[src/rtl/tob_publisher.sv]
// Top-of-book publisher: detects changes in the best LEVELS buy/sell levels and
// serialises sequenced snapshot or heartbeat messages onto a byte stream.
module tob_publisher #(
  parameter int LEVELS           = 1,
  parameter int PRICE_W          = 32,
  parameter int QTY_W            = 32,
  parameter int HEARTBEAT_CYCLES = 250000
) (
  input  logic                                clkIn,
  input  logic                                rstIn,
  input  logic [LEVELS*(PRICE_W+QTY_W)-1:0]   buyLevelsIn,
  input  logic [LEVELS*(PRICE_W+QTY_W)-1:0]   sellLevelsIn,
  input  logic                                levelsValidIn,
  input  logic                                enIn,
  output logic [7:0]                          dataOut,
  output logic                                dataValidOut,
  input  logic                                dataReadyIn,
  output logic                                lastOut,
  output logic [15:0]                         seqNumOut,
  output logic [15:0]                         coalesceCntOut
);

  localparam int LVL_W      = PRICE_W + QTY_W;
  localparam int BODY_W     = 2 * LEVELS * LVL_W;
  localparam int BODY_BYTES = BODY_W / 8;
  localparam int IDX_W      = $clog2(BODY_BYTES);
  localparam int HB_W       = (HEARTBEAT_CYCLES > 2) ? $clog2(HEARTBEAT_CYCLES) : 1;

  localparam logic [IDX_W-1:0] BODY_LAST = IDX_W'(BODY_BYTES - 1);
  localparam logic [HB_W-1:0]  HB_LAST   = (HEARTBEAT_CYCLES > 0) ? HB_W'(HEARTBEAT_CYCLES - 1) : '0;

  localparam logic [7:0] TYPE_UPDATE    = 8'h42;
  localparam logic [7:0] TYPE_HEARTBEAT = 8'h48;

  typedef enum logic [1:0] {
    S_IDLE,
    S_HDR,
    S_BODY
  } state_t;

  state_t             r_state;
  logic [BODY_W-1:0]  r_latest;
  logic [BODY_W-1:0]  r_sent;
  logic [IDX_W-1:0]   r_idx;
  logic               r_hb_msg;
  logic [15:0]        r_seq;
  logic [15:0]        r_coal;
  logic [HB_W-1:0]    r_hb_cnt;
  logic [7:0]         r_data;
  logic               r_valid;
  logic               r_last;

  logic [BODY_W-1:0]  w_snapshot;
  logic               w_changed;
  logic               w_hb_due;
  logic               w_xfer;
  logic               w_coalesce;
  int                 w_sel;
  logic [7:0]         w_body_next;

  // Snapshot is held in wire order: byte 0 of the body sits in the top byte.
  always_comb begin
    w_snapshot = '0;
    for (int k = 0; k < LEVELS; k++) begin
      w_snapshot[BODY_W-1-k*LVL_W -: LVL_W]          = buyLevelsIn[k*LVL_W +: LVL_W];
      w_snapshot[BODY_W-1-(LEVELS+k)*LVL_W -: LVL_W] = sellLevelsIn[k*LVL_W +: LVL_W];
    end
  end

  assign w_changed = (r_latest != r_sent);
  assign w_hb_due  = (HEARTBEAT_CYCLES != 0) && (r_hb_cnt == HB_LAST);
  assign w_xfer    = r_valid && dataReadyIn;

  always_comb begin
    w_sel = 0;
    if (r_state == S_BODY) w_sel = int'(r_idx) + 1;
    w_body_next = 8'(r_sent >> (BODY_W - 8 * (w_sel + 1)));
  end

  assign w_coalesce = levelsValidIn && (w_snapshot != r_latest) && w_changed &&
                      ((r_state != S_IDLE) || !enIn);

  // NOTE: sequential state uses non-blocking assignments so every register
  // samples pre-edge values regardless of statement order.
  always_ff @(posedge clkIn or posedge rstIn) begin
    if (rstIn) begin
      r_latest <= '0;
    end else if (levelsValidIn) begin
      r_latest <= w_snapshot;
    end
  end

  always_ff @(posedge clkIn or posedge rstIn) begin
    if (rstIn) begin
      r_coal <= '0;
    end else if (w_coalesce && (r_coal != 16'hFFFF)) begin
      r_coal <= r_coal + 16'd1;
    end
  end

  always_ff @(posedge clkIn or posedge rstIn) begin
    if (rstIn) begin
      r_state  <= S_IDLE;
      r_sent   <= '0;
      r_idx    <= '0;
      r_hb_msg <= 1'b0;
      r_seq    <= '0;
      r_hb_cnt <= '0;
      r_data   <= '0;
      r_valid  <= 1'b0;
      r_last   <= 1'b0;
    end else begin
      case (r_state)
        S_IDLE: begin
          if (enIn && w_changed) begin
            r_sent   <= r_latest;
            r_seq    <= r_seq + 16'd1;
            r_hb_msg <= 1'b0;
            r_hb_cnt <= '0;
            r_idx    <= '0;
            r_data   <= TYPE_UPDATE;
            r_valid  <= 1'b1;
            r_last   <= 1'b0;
            r_state  <= S_HDR;
          end else if (enIn && w_hb_due) begin
            r_seq    <= r_seq + 16'd1;
            r_hb_msg <= 1'b1;
            r_hb_cnt <= '0;
            r_idx    <= '0;
            r_data   <= TYPE_HEARTBEAT;
            r_valid  <= 1'b1;
            r_last   <= 1'b0;
            r_state  <= S_HDR;
          end else if (enIn) begin
            r_hb_cnt <= r_hb_cnt + 1'b1;
          end else begin
            r_hb_cnt <= '0;
          end
        end

        S_HDR: begin
          if (w_xfer) begin
            if (r_idx == '0) begin
              r_data <= r_seq[15:8];
              r_idx  <= IDX_W'(1);
            end else if (r_idx == IDX_W'(1)) begin
              r_data <= r_seq[7:0];
              r_last <= r_hb_msg;
              r_idx  <= IDX_W'(2);
            end else if (r_hb_msg) begin
              r_data  <= '0;
              r_valid <= 1'b0;
              r_last  <= 1'b0;
              r_state <= S_IDLE;
            end else begin
              r_data  <= w_body_next;
              r_idx   <= '0;
              r_state <= S_BODY;
            end
          end
        end

        S_BODY: begin
          if (w_xfer) begin
            if (r_idx == BODY_LAST) begin
              r_data  <= '0;
              r_valid <= 1'b0;
              r_last  <= 1'b0;
              r_state <= S_IDLE;
            end else begin
              r_data <= w_body_next;
              r_idx  <= r_idx + 1'b1;
              r_last <= ((r_idx + 1'b1) == BODY_LAST);
            end
          end
        end

        default: begin
          r_valid <= 1'b0;
          r_last  <= 1'b0;
          r_state <= S_IDLE;
        end
      endcase
    end
  end

  assign dataOut        = r_data;
  assign dataValidOut   = r_valid;
  assign lastOut        = r_last;
  assign seqNumOut      = r_seq;
  assign coalesceCntOut = r_coal;

endmodule

[config.mk]
export PLATFORM = sky130hd
export DESIGN_NAME = tob_publisher
export DESIGN_NICKNAME = d
export VERILOG_FILES = /design/src/rtl/tob_publisher.sv
export SDC_FILE = /design/constraint.sdc
export NUM_CORES = 1
export LEC_CHECK = 0
export CAP_MARGIN = 5
export CELL_PAD_IN_SITES_DETAIL_PLACEMENT = 0
export CELL_PAD_IN_SITES_GLOBAL_PLACEMENT = 1
export CORE_MARGIN = 3
export CORE_UTILIZATION = 32
export DETAILED_ROUTE_END_ITERATION = 10
export PLACE_DENSITY_LB_ADDON = 0.1
export SKIP_LAST_GASP = 1
export SYNTH_ARGS = -nofsm -noshare
export SYNTH_HDL_FRONTEND = slang
export SYNTH_SLANG_ARGS = --single-unit
[constraint.sdc]
create_clock -name clkIn -period 13.7 [get_ports clkIn]
set_input_delay 2.74 -clock clkIn [delete_from_list [all_inputs] [get_ports clkIn]]
set_output_delay 2.74 -clock clkIn [all_outputs]
set_load 0.05 [all_outputs]
Word level (Yosys, flattened, before mapping)
Cells that the tools add are included.
{"block": "op_classes", "add_sub_neg": 7, "eq_ne": 19, "shifts": 1, "n_mux": 51, "n_reduce_logical": 21}
{"operator": "$ne 128x128->1", "n": 2}
{"operator": "$shr 128x32->8", "n": 1}
{"operator": "$mux 8", "n": 8}
{"operator": "$mux 18", "n": 3}
{"operator": "$add 16x1->16 const B", "n": 2}
{"operator": "$mux 16", "n": 2}
{"operator": "$mux 4", "n": 8}
{"operator": "$sub 9x32->32 const A", "n": 1}
{"operator": "$add 29x2->29 const B", "n": 1}
{"operator": "$pmux 8 s3", "n": 1}
{"operator": "$add 18x1->18 const B", "n": 1}
{"operator": "$eq 18x18->1 const B", "n": 1}
{"operator": "$mux 1", "n": 16}
{"operator": "$mux 2", "n": 8}
{"operator": "$ne 16x16->1 const B", "n": 1}
{"operator": "$ne 2x2->1 const B", "n": 6}
{"operator": "$pmux 4 s3", "n": 1}
{"operator": "$reduce_and 6->1", "n": 2}
{"operator": "$eq 4x4->1 const B", "n": 2}
{"operator": "$logic_and 1x1->1", "n": 7}
{"operator": "$reduce_and 7->1", "n": 1}
{"operator": "$ne 3x3->1 const B", "n": 2}
{"operator": "$pmux 1 s3", "n": 2}
{"operator": "$pmux 2 s3", "n": 1}
{"operator": "other kinds (17)", "n": 19}
{"block": "totals", "register_bits": 323, "input_bits": 133, "out_inout_bits": 42, "wordCells": 110}

Logic depth before layout (Yosys ltp)
Gate-level depths: netlist (run 1).
{"block": "depth", "word_depth": 10, "ltp_mapped": 16}

Least setup slack after synthesis (run 1)
OpenSTA, ideal clock, no wires.
{"block": "synth_timing", "path_kind": "input to register", "startpoint": "in sellLevelsIn[61]", "endpoint": "reg r_coal[3] (netlist: coalesceCntOut[3])", "arrival_ps": 4271, "setup_slack_ps": 9288, "cell_stages": 9, "path_cell_list": "nor2b_1 a2111o_1 nor4_1 nand4_1 nor4_1 nor3_1 clkbuf_1 nand4_1 xnor2_1"}
{"block": "synth_via", "elab_chain_len": 5}
{"item": "start: declaration", "line": "12", "source": "input logic [LEVELS*(PRICE_W+QTY_W)-1:0] sellLevelsIn,"}
{"item": "$ne 128x128->1", "line": "80", "source": "assign w_coalesce = levelsValidIn && (w_snapshot != r_latest) && w_changed &&"}
{"item": "$logic_and 1x1->1 (3 in series)", "line": "80"}
{"item": "$logic_and 1x1->1", "line": "96", "source": "end else if (w_coalesce && (r_coal != 16'hFFFF)) begin"}
{"item": "end signal: assignment", "line": "97", "source": "r_coal <= r_coal + 16'd1;"}
{"item": "end: declaration", "line": "47", "source": "logic [15:0] r_coal;"}
Every way passes these cells.
A chain may end at the register's enable or synchronous reset.

Worst setup path in the final report (run 1)
{"block": "layout_timing", "startpoint": "in buyLevelsIn[33]", "endpoint": "reg r_coal[12] (netlist: coalesceCntOut[12])"}
{"block": "layout_via", "elab_chain_len": 5}
{"item": "start: declaration", "line": "11", "source": "input logic [LEVELS*(PRICE_W+QTY_W)-1:0] buyLevelsIn,"}
{"item": "$ne 128x128->1", "line": "80"}
{"item": "$logic_and 1x1->1 (3 in series)", "line": "80"}
{"item": "$logic_and 1x1->1", "line": "96"}
Every way passes these cells.

==> out/qor.txt, run 1 <==
# IOs: 175
hold-fix buffer count after cts: 0
global route total overflow: 0
routability-driven placement congestion ratio: 0.786
Total Routed Length: 56.7 mm
type of element launching the critical path: primary input
wire length of the first global-routing pass: 83.2 mm
post-DR vias/cell: 5.16
Num CTS Buffers: 41
post-placement cell count: 2,325
TritonCTS clock tree: yes
Tot GR Track Use: 19.8%
Ys Warns: 0
maximum number of pins on one net before global-route repair: 159
Root Buffer: sky130_fd_sc_hd__clkbuf_16
Layout area overhead: 21.8%
average routed wire per standard cell: 23.7 µm
Gate Count Post-Synth: 1,513
run status: completed
top sig layer: met4
kind of end point of the critical path: flip-flop
Crit Path Category: primary input to flip-flop
wl on met1: 26.0 mm
syn_area_per_cell: 11.4 µm²
First-pass DRT Iterations: 4
DR WL met2: 27.2 mm
FILL cells: 5,217
leading cell types in the layout, fill and taps excluded: sky130_fd_sc_hd__dfrtp_1 (323), sky130_fd_sc_hd__mux2_2 (251), sky130_fd_sc_hd__clkdlybuf4s50_1 (173), sky130_fd_sc_hd__xor2_1 (146), sky130_fd_sc_hd__xnor2_1 (132)
beginning of the worst register-to-register path: r_idx[0]
clk slew on worst S/H paths: 0.06 ns
Max Fanout on Critical Path: 16
synth top area cells: sky130_fd_sc_hd__dfrtp_1 (47%), sky130_fd_sc_hd__mux2_2 (16%), sky130_fd_sc_hd__xor2_1 (7.4%)
Max-Cap Viols: 0
data required time of the critical path: 14.15 ns
Rel. slew slack: 21.2%
sum of negative setup slack: 0 ns
post-layout instance count excluding filler cells: 2,397
core area: 0.0530 mm²
initial core utilization: 32.6%
total power divided by cell area: 115 mW/mm²
P_int: 1.76 mW
TritonCTS Sinks: 323
worst hold path class: flip-flop to flip-flop
via count: 12,366
Peak supply drop: 0.0000725 V
EDFF count, synth: 0
number of antenna violations at the first check in global routing: 1
ys async rst share: 100%
HP Start: coalesceCntOut[4]
detailed-route DRC error count: 0
reg2reg setup slack: 8.35 ns
highest attainable clock frequency: 0.184 GHz
post-synthesis cell area: 0.0173 mm²
fraction of final layout cells with drive strength greater than 1: 20.4%
number of failing setup endpoints in the final timing report: 0
final net count: 1,826
width of the die: 238 µm
cell depth of the worst flop-to-flop path: 14
share of synthesized area occupied by flip-flops and latches: 46.8%
Main synth FF type: sky130_fd_sc_hd__dfrtp_1
port buffer count: 174
buffers from clock root to sink, at most: 3
post-layout utilization of the core: 39.8%
cell type with the largest total area after synthesis: sky130_fd_sc_hd__dfrtp_1
switching power: 0.671 mW
Core Rows: 84
Detail Placement HPWL: 42.0 mm
arrival time reported for the critical path endpoint: 5.87 ns
switch share: 27.7%
Final Max Tran Viols: 0
post-CTS setup buffers: 0
Hold Violations, Final: 0
final critical path time including I/O delays and setup: 5.43 ns
number of distinct standard cells referenced by the synthesized netlist: 68
remaining antenna violation count after routing: 0
Routed met3 length: 2.04 mm
share of the cycle needed by the critical path after routing: 39.6%
largest clock skew in the final design: 0.0251 ns
vertical extent of the die: 238 µm
post-synth top area share: 46.8%
count of routing violations after the opening detailed-route iteration: 688
register bit total from synthesis: 323
leakage power figure: 9.37 nW
power share of the clock group: 43.2%
relative contribution of sequential cells to total power: 44.7%
most common cell after layout, fill and taps aside: sky130_fd_sc_hd__dfrtp_1
number of levels the H-tree was split into: 2
Die ar.: 0.0569 mm²
worst-margin pin slew: 1.18 ns
relative contribution of combinational cells to total power: 12.1%
cells resized by post-CTS repair: 0
Mapped Nets: 1,659
antenna fix cells: 0
worst r2r dst: dataOut[4]
RSZ-0062 raised after global routing: false
hold slack final: 0.491 ns
Clk Latency, worst-skew pair: 0.58 ns
destination of the worst hold path: coalesceCntOut[4]
worst hold path cell count: 1
vias in the first global route: 12,349
worst max-delay path, cell delays in order:
cell	delay (ns)
sky130_fd_sc_hd__clkdlybuf4s50_1	0.49
sky130_fd_sc_hd__xnor2_1	0.41
sky130_fd_sc_hd__nand4_1	0.28
sky130_fd_sc_hd__nor4_1	0.25
sky130_fd_sc_hd__nand2_1	0.21
sky130_fd_sc_hd__nor4_1	0.73
sky130_fd_sc_hd__nor3_2	0.35
sky130_fd_sc_hd__nor4b_1	0.26
sky130_fd_sc_hd__xor2_1	0.13
power groups by stage:
| stage | Clock, mW | Combinational (mW) | Sequential (mW) |
|---|---|---|---|
| after floorplan | 0 | 0.151 | 1.10 |
| after global placement | 0 | 0.298 | 1.10 |
| after detailed placement | 0 | 0.297 | 1.10 |
| after CTS | 1.09 | 0.299 | 1.09 |
| after global routing | 1.13 | 0.318 | 1.09 |
| final | 1.05 | 0.293 | 1.08 |
cells by family (layout without fill, tap and decap cells):
family	Yosys count	after routing	synth area share, %
mux	279	279	18.3
buf+inv	95	291	2.24
flops	323	323	46.8
simple gates	355	355	10.4
other cells	1	1	0.0217
fa+ha+maj	13	13	0.941
xor+xnor	281	281	14.3
compound gates	166	166	7.03
area by class of cell:
class                      instances  area [µm²]  area share, %
clock buffer                      59        1150           5.48
clock inverter                    13         121          0.576
inverter                          29         116          0.552
multi-input combinational       1095        8860           42.0
sequential                       323        8080           38.4
tap                              688         861           4.09
timing repair buffer             190        1870           8.89
routing by layer:
layer  vias to the layer above  GRT usage, %
met1                      6297          27.1
met3                        69          3.18
met4                         0          5.97
met5                         -             0
li1                       5779             -
met2                       221          32.4
how the worst max path moves through the flow:
| stage | start | end | cells past startpoint |
|---|---|---|---|
| detailed placement | enIn | r_sent[82] | 6 |
| floorplan | rstIn | coalesceCntOut[0] | 1 |
| global placement | enIn | r_sent[70] | 6 |
| finish | buyLevelsIn[33] | coalesceCntOut[12] | 9 |
| CTS | r_idx[0] | dataOut[4] | 14 |
| global route | r_idx[0] | dataOut[4] | 14 |
sequential cells by signal, summed over array words and instances (netlist names), 2 cells and up:
name,cells
r_hb_cnt,18
r_state,2
dataOut,8
r_sent,128
r_latest,128
coalesceCntOut,16
seqNumOut,16
r_idx,4
through the flow:
step                cell area, µm²  setup WS, ns  total power [mW]
global route                 21100          8.07              2.54
detailed placement           19800          7.76              1.40
CTS                          21100          8.31              2.47
global placement             19800          7.77              1.40
finish                       21100          8.27              2.43
floorplan                    17300          2.02              1.25
cells in the mapped netlist (3+ instances only):
cell type                   number
sky130_fd_sc_hd__buf_1           3
sky130_fd_sc_hd__buf_2           3
sky130_fd_sc_hd__mux2i_1        23
sky130_fd_sc_hd__nor2b_1         9
sky130_fd_sc_hd__a21oi_1         6
sky130_fd_sc_hd__mux4_2          5
sky130_fd_sc_hd__mux2_2        251
sky130_fd_sc_hd__nor4_1         46
sky130_fd_sc_hd__dfrtp_1       323
sky130_fd_sc_hd__clkbuf_1       56
sky130_fd_sc_hd__o211ai_1        7
sky130_fd_sc_hd__nor2_1         37
sky130_fd_sc_hd__buf_6           3
sky130_fd_sc_hd__nand3_1        37
sky130_fd_sc_hd__a221oi_1        4
sky130_fd_sc_hd__or3_1           4
sky130_fd_sc_hd__o31ai_1         3
sky130_fd_sc_hd__xor2_1        147
sky130_fd_sc_hd__o21ai_1        10
sky130_fd_sc_hd__o211a_1         4
sky130_fd_sc_hd__a32oi_1         3
sky130_fd_sc_hd__o21a_1          5
sky130_fd_sc_hd__o221ai_1       12
sky130_fd_sc_hd__ha_1           13
sky130_fd_sc_hd__a2111o_1        3
sky130_fd_sc_hd__a21boi_0        4
sky130_fd_sc_hd__nand2_1       122
sky130_fd_sc_hd__a22o_1          6
sky130_fd_sc_hd__o21ai_0        46
sky130_fd_sc_hd__o41ai_1         4
sky130_fd_sc_hd__xnor2_1       133
sky130_fd_sc_hd__nor4b_1         3
sky130_fd_sc_hd__and3_1         18
sky130_fd_sc_hd__a311oi_1       10
sky130_fd_sc_hd__nand4_1        52
sky130_fd_sc_hd__nor3_1          9
sky130_fd_sc_hd__a31oi_1         5
sky130_fd_sc_hd__a211oi_1        5
sky130_fd_sc_hd__o2bb2ai_1       6
sky130_fd_sc_hd__inv_1          27
sky130_fd_sc_hd__and2_1          5
sky130_fd_sc_hd__a32o_1          6
Note: power is estimated with default switching activity, not from simulation.
==> inputs of run 2 (changes only) <==
==> constraint.sdc (replaced) <==
create_clock -name clkIn -period 4.5 [get_ports clkIn]
set_input_delay 0.9 -clock clkIn [delete_from_list [all_inputs] [get_ports clkIn]]
set_output_delay 0.9 -clock clkIn [all_outputs]
set_load 0.05 [all_outputs]
==> run 2 against run 1 <==
Compared with the run above: combinational power rose to 3.1 times the previous value; highest routed layer is now met5; non-clock buffer count is 18 higher; setup slack got worse by 7.6 ns; largest cell class unchanged; clock power rose to 3.2 times the previous value; critical endpoint is now dataOut[2]; clock skew decreased by 0.0011 ns; die area did not move; clock-buffer cell count increased by 4; register-to-register slack got worse by 7.7 ns; power increased to 3.1 times the previous value; utilization rose by 0.56 points; critical path depth is the same.
==> out/qor.txt, run 2 (synthesized netlist as in run 1, its figures left out) <==
run status: completed (unchanged)
# IOs: 175 (unchanged)
wl on met1: 26.7 mm (was 26.0 mm)
arrival time reported for the critical path endpoint: 4.28 ns (was 5.87 ns)
type of element launching the critical path: flip-flop (was primary input)
average routed wire per standard cell: 23.8 µm (was 23.7 µm)
number of failing setup endpoints in the final timing report: 0 (unchanged)
vertical extent of the die: 238 µm (unchanged)
number of levels the H-tree was split into: 2 (unchanged)
Routed met3 length: 2.06 mm (was 2.04 mm)
Total Routed Length: 57.5 mm (was 56.7 mm)
routability-driven placement congestion ratio: 0.868 (was 0.786)
Peak supply drop: 0.000215 V (was 0.0000725 V)
Die ar.: 0.0569 mm² (unchanged)
RSZ-0062 raised after global routing: false (unchanged)
slowest stage cell on the critical path: sky130_fd_sc_hd__nor4_1 (unchanged)
post-layout instance count excluding filler cells: 2,416 (was 2,397)
buffers from clock root to sink, at most: 3 (unchanged)
Worst Setup Slack, final: 0.665 ns (was 8.27 ns)
final net count: 1,844 (was 1,826)
port buffer count: 174 (unchanged)
hold-fix buffer count after cts: 0 (unchanged)
Clk Latency, worst-skew pair: 0.56 ns (was 0.58 ns)
wire length of the first global-routing pass: 84.9 mm (was 83.2 mm)
total power divided by cell area: 355 mW/mm² (was 115 mW/mm²)
number of antenna violations at the first check in global routing: 2 (was 1)
Rel. slew slack: 26.5% (was 21.2%)
Layout area overhead: 23.6% (was 21.8%)
leakage power figure: 9.53 nW (was 9.37 nW)
core area: 0.0530 mm² (unchanged)
Core Rows: 84 (unchanged)
detailed-route DRC error count: 0 (unchanged)
post-route standard cell area excluding fillers: 0.0214 mm² (was 0.0211 mm²)
P_int: 5.57 mW (was 1.76 mW)
kind of end point of the critical path: flip-flop (unchanged)
switching power: 2.01 mW (was 0.671 mW)
sum of negative setup slack: 0 ns (unchanged)
count of routing violations after the opening detailed-route iteration: 815 (was 688)
largest clock skew in the final design: 0.0241 ns (was 0.0251 ns)
width of the die: 238 µm (unchanged)
via count: 12,473 (was 12,366)
Total Power: 7.58 mW (was 2.43 mW)
Max Fanout on Critical Path: 9 (was 16)
Detail Placement HPWL: 43.6 mm (was 42.0 mm)
worst-margin pin slew: 1.09 ns (was 1.18 ns)
hold slack final: 0.503 ns (was 0.491 ns)
relative contribution of combinational cells to total power: 12.0% (was 12.1%)
worst hold path class: flip-flop to flip-flop (unchanged)
CP dominant cell by count: sky130_fd_sc_hd__nor4_1 (unchanged)
switch share: 26.5% (was 27.7%)
data required time of the critical path: 4.94 ns (was 14.15 ns)
relative contribution of sequential cells to total power: 43.5% (was 44.7%)
Crit Path Category: flip-flop to flip-flop (was primary input to flip-flop)
Root Buffer: sky130_fd_sc_hd__clkbuf_16 (unchanged)
DR WL met2: 26.9 mm (was 27.2 mm)
Final Max Tran Viols: 0 (unchanged)
power share of the clock group: 44.5% (was 43.2%)
antenna fix cells: 0 (unchanged)
vias in the first global route: 12,732 (was 12,349)
pre-CTS worst setup slack: 0.606 ns (was 7.76 ns)
post-placement cell count: 2,343 (was 2,325)
cells along the critical path: xor2_1 -> nor4_1 -> nand4_1 -> nor4_1 -> buf_4 -> and2_0 -> o21ai_1 -> and2_1 -> a32o_1 (was clkdlybuf4s50_1 -> xnor2_1 -> nand4_1 -> nor4_1 -> nand2_1 -> nor4_1 -> nor3_2 -> nor4b_1 -> xor2_1)
max incr delay on CP: 0.85 ns (was 0.73 ns)
TritonCTS clock tree: yes (unchanged)
instance area at placement: 0.0200 mm² (was 0.0198 mm²)
remaining antenna violation count after routing: 0 (unchanged)
post-CTS setup buffers: 0 (unchanged)
TritonCTS Sinks: 323 (unchanged)
global route total overflow: 0 (unchanged)
highest attainable clock frequency: 0.261 GHz
initial core utilization: 32.6% (unchanged)
most common cell after layout, fill and taps aside: sky130_fd_sc_hd__dfrtp_1 (unchanged)
maximum number of pins on one net before global-route repair: 137 (was 159)
post-layout utilization of the core: 40.3% (was 39.8%)
fraction of final layout cells with drive strength greater than 1: 21.5% (was 20.4%)
number of buffers and inverters on the critical path: 1 (unchanged)
Num CTS Buffers: 41 (unchanged)
Tot GR Track Use: 20.2% (was 19.8%)
family with the most delay on the worst path: simple AND/OR/NAND/NOR gates (unchanged)
top sig layer: met5 (was met4)
Hold Violations, Final: 0 (unchanged)
clk slew on worst S/H paths: 0.06 ns (about the same)
Max-Cap Viols: 0 (unchanged)
post-DR vias/cell: 5.16 (about the same)
First-pass DRT Iterations: 5 (was 4)
share of the cycle needed by the critical path after routing: 85.2%
cells resized by post-CTS repair: 0 (unchanged)
largest registers in the final layout: r_latest (128), r_sent (128), r_hb_cnt (18) (unchanged)
leading cell types in the layout, fill and taps excluded: sky130_fd_sc_hd__dfrtp_1 (323), sky130_fd_sc_hd__mux2_2 (251), sky130_fd_sc_hd__clkdlybuf4s50_1 (173), sky130_fd_sc_hd__xor2_1 (146), sky130_fd_sc_hd__xnor2_1 (132) (unchanged)
final critical path time including I/O delays and setup: 3.84 ns
## run 2: cell count changes in the layout (fill, tap and decap cells not counted), moves of 2 or more
cell                        before  now
sky130_fd_sc_hd__inv_6           0    2
sky130_fd_sc_hd__clkbuf_1       13    9
sky130_fd_sc_hd__buf_4          16   29
sky130_fd_sc_hd__clkinv_2        8    4
sky130_fd_sc_hd__bufinv_16       1    3
sky130_fd_sc_hd__buf_12          1    6
sky130_fd_sc_hd__clkbuf_8        4   13
## run 2: per-layer routing
metal  GRT usage (%)  vias up
met1            27.6     6363
li1                -     5804
met4            7.18        4
met5               0        -
met2            32.6      234
met3            3.07       68
## run 2: path summary, 6_finish.rpt
kind	slack, ns	end	start	cells after the start
max in group asynchronous	3.00	r_latest[120]	rstIn	3
worst min-delay path	0.50	coalesceCntOut[14]	coalesceCntOut[14]	1
worst max register to register	0.66	dataOut[2]	r_sent[104]	9
worst max-delay path	0.66	dataOut[2]	r_sent[104]	9
worst min register to register	0.50	coalesceCntOut[14]	coalesceCntOut[14]	1
min in group asynchronous	0.64	r_latest[68]	rstIn	2
## run 2: cell type report
| class | count | area [µm²] |
|---|---|---|
| fill | 5213 | 31600 |
| multi-input combinational | 1095 | 8860 |
| sequential | 323 | 8080 |
| timing repair buffer | 208 | 2070 |
| clock buffer | 63 | 1240 |
| tap | 688 | 861 |
| clock inverter | 10 | 136 |
| inverter | 29 | 113 |
## run 2: power by group through the flow
stage / logic, mW / clock network (mW) / registers (mW)
after floorplan: 0.459 / 0 / 3.36
after global placement: 0.921 / 0 / 3.35
after detailed placement: 0.921 / 0 / 3.36
after CTS: 0.928 / 3.48 / 3.30
after global routing: 0.986 / 3.59 / 3.32
final: 0.910 / 3.37 / 3.30
